==> config.mk <==
export PLATFORM = sky130hd
export DESIGN_NAME = somador_pipe_param
export DESIGN_NICKNAME = d
export VERILOG_FILES = /design/src/rtl/somador_pipe_param.sv
export SDC_FILE = /design/constraint.sdc
export NUM_CORES = 1
export LEC_CHECK = 0
export CORE_ASPECT_RATIO = 0.75
export CORE_MARGIN = 5
export CORE_UTILIZATION = 45
export CTS_BUF_LIST = sky130_fd_sc_hd__clkbuf_8
export CTS_CLUSTER_DIAMETER = 200
export DETAILED_ROUTE_END_ITERATION = 6
export DONT_BUFFER_PORTS = 1
export GPL_TIMING_DRIVEN = 0
export MAX_ROUTING_LAYER = met4
export SLEW_MARGIN = 20
export SYNTH_ARGS = -nofsm -noshare
export SYNTH_HDL_FRONTEND = slang
export SYNTH_SLANG_ARGS = --single-unit
==> constraint.sdc <==
create_clock -name clk -period 3.92 [get_ports clk]
set_clock_uncertainty 0.05 [all_clocks]
set_input_delay 0.392 -clock clk [delete_from_list [all_inputs] [get_ports clk]]
set_output_delay 0.392 -clock clk [all_outputs]
set_load 0.005 [all_outputs]
==> src/rtl/somador_pipe_param.sv <==
// Pipelined WIDTH-bit adder/subtractor: one WIDTH/STAGES-bit chunk per stage, LSB chunk first,
// with a valid/ready handshake on both sides and carry/overflow/zero flags on the result.
module somador_pipe_param #(
    parameter int WIDTH  = 8,
    parameter int STAGES = 2
) (
    input  logic             clk,
    input  logic             rst,
    input  logic             in_valid,
    output logic             in_ready,
    input  logic [WIDTH-1:0] a,
    input  logic [WIDTH-1:0] b,
    input  logic             sub,
    input  logic             cin,
    output logic             out_valid,
    input  logic             out_ready,
    output logic [WIDTH-1:0] s,
    output logic             cout,
    output logic             ovf,
    output logic             zero
);

    localparam int CW   = WIDTH / STAGES;
    localparam int LAST = STAGES - 1;

    // Per stage: valid bit, carry into the next chunk, operands (upper chunks still pending)
    // and the partial sum (lower chunks already finished).
    logic [STAGES-1:0] v_q, v_d;
    logic [STAGES-1:0] c_q, c_d;
    logic [WIDTH-1:0]  a_q [STAGES];
    logic [WIDTH-1:0]  a_d [STAGES];
    logic [WIDTH-1:0]  b_q [STAGES];
    logic [WIDTH-1:0]  b_d [STAGES];
    logic [WIDTH-1:0]  s_q [STAGES];
    logic [WIDTH-1:0]  s_d [STAGES];
    logic              ovf_q, ovf_d;
    logic              zero_q, zero_d;
    logic              advance;
    logic [WIDTH:0]    step;

    // Adds chunk k of aa/bb with carry cc and splices it into ss; returns {carry_out, new_sum}.
    function automatic logic [WIDTH:0] add_chunk(input logic [WIDTH-1:0] aa,
                                                 input logic [WIDTH-1:0] bb,
                                                 input logic [WIDTH-1:0] ss,
                                                 input logic             cc,
                                                 input int               k);
        logic [CW:0]      sum;
        logic [WIDTH-1:0] sn;
        sum = {1'b0, aa[k*CW +: CW]} + {1'b0, bb[k*CW +: CW]} + {{CW{1'b0}}, cc};
        sn  = ss;
        sn[k*CW +: CW] = sum[CW-1:0];
        return {sum[CW], sn};
    endfunction

    always_comb begin
        // NOTE: every variable gets a default first so no path leaves it unassigned (no latches).
        v_d    = v_q;
        c_d    = c_q;
        a_d    = a_q;
        b_d    = b_q;
        s_d    = s_q;
        ovf_d  = ovf_q;
        zero_d = zero_q;
        step   = '0;

        advance = !v_q[LAST] || out_ready;

        if (advance) begin
            // Stage 0 takes the operands straight from the port; subtraction is a + ~b + 1.
            a_d[0] = a;
            b_d[0] = sub ? ~b : b;
            step   = add_chunk(a, sub ? ~b : b, '0, cin ^ sub, 0);
            s_d[0] = step[WIDTH-1:0];
            c_d[0] = step[WIDTH];
            v_d[0] = in_valid;

            for (int k = 1; k < STAGES; k++) begin
                a_d[k] = a_q[k-1];
                b_d[k] = b_q[k-1];
                step   = add_chunk(a_q[k-1], b_q[k-1], s_q[k-1], c_q[k-1], k);
                s_d[k] = step[WIDTH-1:0];
                c_d[k] = step[WIDTH];
                v_d[k] = v_q[k-1];
            end

            ovf_d  = (a_d[LAST][WIDTH-1] == b_d[LAST][WIDTH-1]) &&
                     (s_d[LAST][WIDTH-1] != a_d[LAST][WIDTH-1]);
            zero_d = ~|s_d[LAST];
        end
    end

    always_ff @(posedge clk) begin
        if (rst) begin
            v_q    <= '0;
            c_q    <= '0;
            ovf_q  <= 1'b0;
            zero_q <= 1'b0;
            for (int k = 0; k < STAGES; k++) begin
                a_q[k] <= '0;
                b_q[k] <= '0;
                s_q[k] <= '0;
            end
        end else begin
            // NOTE: non-blocking so every stage samples its neighbour's pre-edge value.
            v_q    <= v_d;
            c_q    <= c_d;
            a_q    <= a_d;
            b_q    <= b_d;
            s_q    <= s_d;
            ovf_q  <= ovf_d;
            zero_q <= zero_d;
        end
    end

    assign in_ready  = advance;
    assign out_valid = v_q[LAST];
    assign s         = s_q[LAST];
    assign cout      = c_q[LAST];
    assign ovf       = ovf_q;
    assign zero      = zero_q;

endmodule

==> results.toml <==
[final_layout]
n_antenna_cell = 0
area_growth_pct = 8.845
post_layout_nonfiller_instances = 191
multi_input_area_um2 = 696.9
regArea_um2 = 520.5
drive_gt1_frac = 0.1569
fillers = 291
layout.nets = 186

[yosys]
synth.distinct_cells = 26
synthTopCellsByCount = "dfxtp_1 (26), nand2_1 (26), a21oi_1 (14)"
synth-main-ff-cell = "dfxtp_1"
yosysTopAreaCellShare = 0.3873
postSynthCellCount = 149
syn_nets = 181
syn_avg_cell_area_um2 = 9.019
yosysTopAreaCell = "dfxtp_1"
yosys-top-cells-area = "dfxtp_1 (39%), nand2_1 (7.3%), fa_1 (6.0%)"
synth_edf_count = 0
yosys_warnings = 0
ys_seq_area_frac = 0.3873
ys_async_sr_fraction = 0
syn_area_um2 = 1344
ys_ff_latch = 26

[cts]
ctsResizeCount = 0
tritoncts = "yes"
insertion_delay_ps = 270
cts_buffers = 3
clk_pin_slew_worst_paths_ps = 90
htree_num_levels = 1
cts.sink_count = 26
clk_path_buf_depth = 2
root_buffer = "clkbuf_8"
cts_hold_buf = 0
post-cts-setup-buffers = 0

[place]
post-place-ws_ps = 1568
port_buffers = 0
dp.cells = 187
place.gp.congestion = 0.7664
dp_hpwl_um = 2007

[grt]
grt.total_usage = 0.1362
overflow = 0
antenna_found_initial = 0
grt_pass1_vias = 951
grt_pass1_wl_um = 4243
grt_max_degree = 16

[critical_path]
cp_top_family = "adder cells"
crit_chain = "buf_2, xor2_1, fa_1, fa_1, a21o_1, a211oi_1, nor3_1"
arrival_ps = 2140
rr_startpoint = "c_q[0]$_SDFFE_PP0P_"
cp-startpoint = "sub"
critPathKind = "in2reg"
crit_slowest_cell = "fa_1"
cp_slowest_stage_delay_ps = 440
cp.required_ps = 4010
crit_buf_inv = 1
cp-end-kind = "register"
critPathLaunchType = "input port"
crit_top_cell = "fa_1"
crit_fanout = 9

[power_and_ir_drop]
total_power_mw = 0.6541
switching_share = 0.2483
seqPwrFrac = 0.474
p_leak_nw = 0.6465
peakVddDrop_uv = 361.4
power.internal_mw = 0.4917
p_sw_mw = 0.1624
combPwrFrac = 0.189
power_density_nw_per_um2 = 447.2
clockPowerShare = 0.337

[run_status]
status = "finished clean"

[timing]
min_period_ps = 2054
final_hold_viol_count = 0
max_freq_mhz = 486.8
setup_viol_count_final = 0
tightest_slew_ps = 461.8
min_period_over_period = 0.5240
maxSlewViolCount = 0
finalWorstSetupSlack_ps = 1866
finalSetupTns_ps = 0
rsz0062_at_grt = "no"
relSlewSlack = 0.6921
whs_ps = 202.5

[die]
die_w_um = 73.10
die_area_um2 = 4190
boundaryPins = 35
die_h_um = 57.33
rows = 17
initial_core_util = 0.4611
core_um2 = 2914

[job]
maxCapViolCount = 0

[detailed_routing]
via_count = 966
antenna_left = 0
drtIter0Drc = 19
routed_via_density = 5.058
routedWlPerCell_um = 13.17
firstDrtPassIters = 4
totalWireLength_um = 2516
drcViolationCount = 0

[worst_hold_path]
min_from = "a[6]"
min_path_type = "in2reg"
==> flip-flops by register name, indices dropped and copies added, names as in the netlist <==
signal	flops
zero	1
c_q	2
ovf	1
a_q	4
v_q	2
b_q	4
s	8
s_q	4
==> layout by cell type, fill, tap and decap left out <==
master,instances
nand2_1,26
dfxtp_1,26
a21oi_1,14
nor2_1,13
buf_4,9
xor2_1,7
a211oi_1,7
xnor2_1,6
ha_1,6
buf_2,5
a21o_1,5
fa_1,4
nor3_1,3
nand3b_1,3
clkbuf_8,3
buf_6,2
clkbuf_1,2
nand3_1,2
nor2b_4,1
inv_2,1
a21oi_2,1
nor3b_1,1
o41ai_1,1
nor4_1,1
o31ai_2,1
or4_1,1
nand4b_1,1
bufinv_16,1
==> final cells by class <==
cell class,instances,share of cell area
multi-input cells,104,0.4765
flip-flops and latches,26,0.3559
plain buffers,18,0.08383
well taps,38,0.03251
clock buffers,3,0.02823
clock inverters,1,0.02053
inverters,1,0.002566
==> worst register-to-register path, stage by stage, from the launching register on <==
cell and delay [ps]:
dfxtp_1 340, fa_1 460, fa_1 420, xor2_1 180, nor2_1 130, nand3_1 100, o31ai_2 170
==> kinds of logic (layout without fill, tap and decap cells) <==
logic type	Yosys count	after routing	share of synthesized area
compound gates	29	29	0.1415
xor+xnor	13	13	0.08473
flops	26	26	0.3873
simple gates	52	52	0.1769
buf+inv	19	23	0.09403
fa+ha+maj	10	10	0.1155
==> power by group through the flow <==
| stage | Sequential (mW) | Combinational, mW | Clock, mW |
|---|---|---|---|
| final | 0.310 | 0.124 | 0.220 |
| after floorplan | 0.312 | 0.104 | 0 |
| after detailed placement | 0.317 | 0.126 | 0 |
| after CTS | 0.311 | 0.127 | 0.229 |
| after global placement | 0.316 | 0.124 | 0 |
| after global routing | 0.314 | 0.142 | 0.235 |
==> metal layers <==
layer	vias up	share of wire	global-route usage
li1	500	-	-
met1	441	0.45	0.1677
met2	21	0.48	0.2153
met3	4	0.059	0.04577
met4	0	0.0095	0.03158
met5	-	0	-
==> stage by stage <==
| stage | utilization | cell area (µm²) |
|---|---|---|
| floorplan | - | 1344 |
| global placement | 0.4775 | 1391 |
| detailed placement | 0.4775 | 1391 |
| CTS | 0.5019 | 1463 |
| global route | 0.5019 | 1463 |
| finish | 0.5019 | 1463 |
==> worst paths after layout <==
| path | cells past startpoint | slack (ps) | endpoint |
|---|---|---|---|
| max | 7 | 1870 | c_q[0]$_SDFFE_PP0P_ |
| min | 2 | 200 | a_q[14]$_SDFFE_PP0P_ |
| max reg2reg | 6 | 2000 | zero$_SDFFE_PP0P_ |
| min reg2reg | 2 | 400 | s[1]$_SDFFE_PP0P_ |
(Power assumes the default switching activity.)
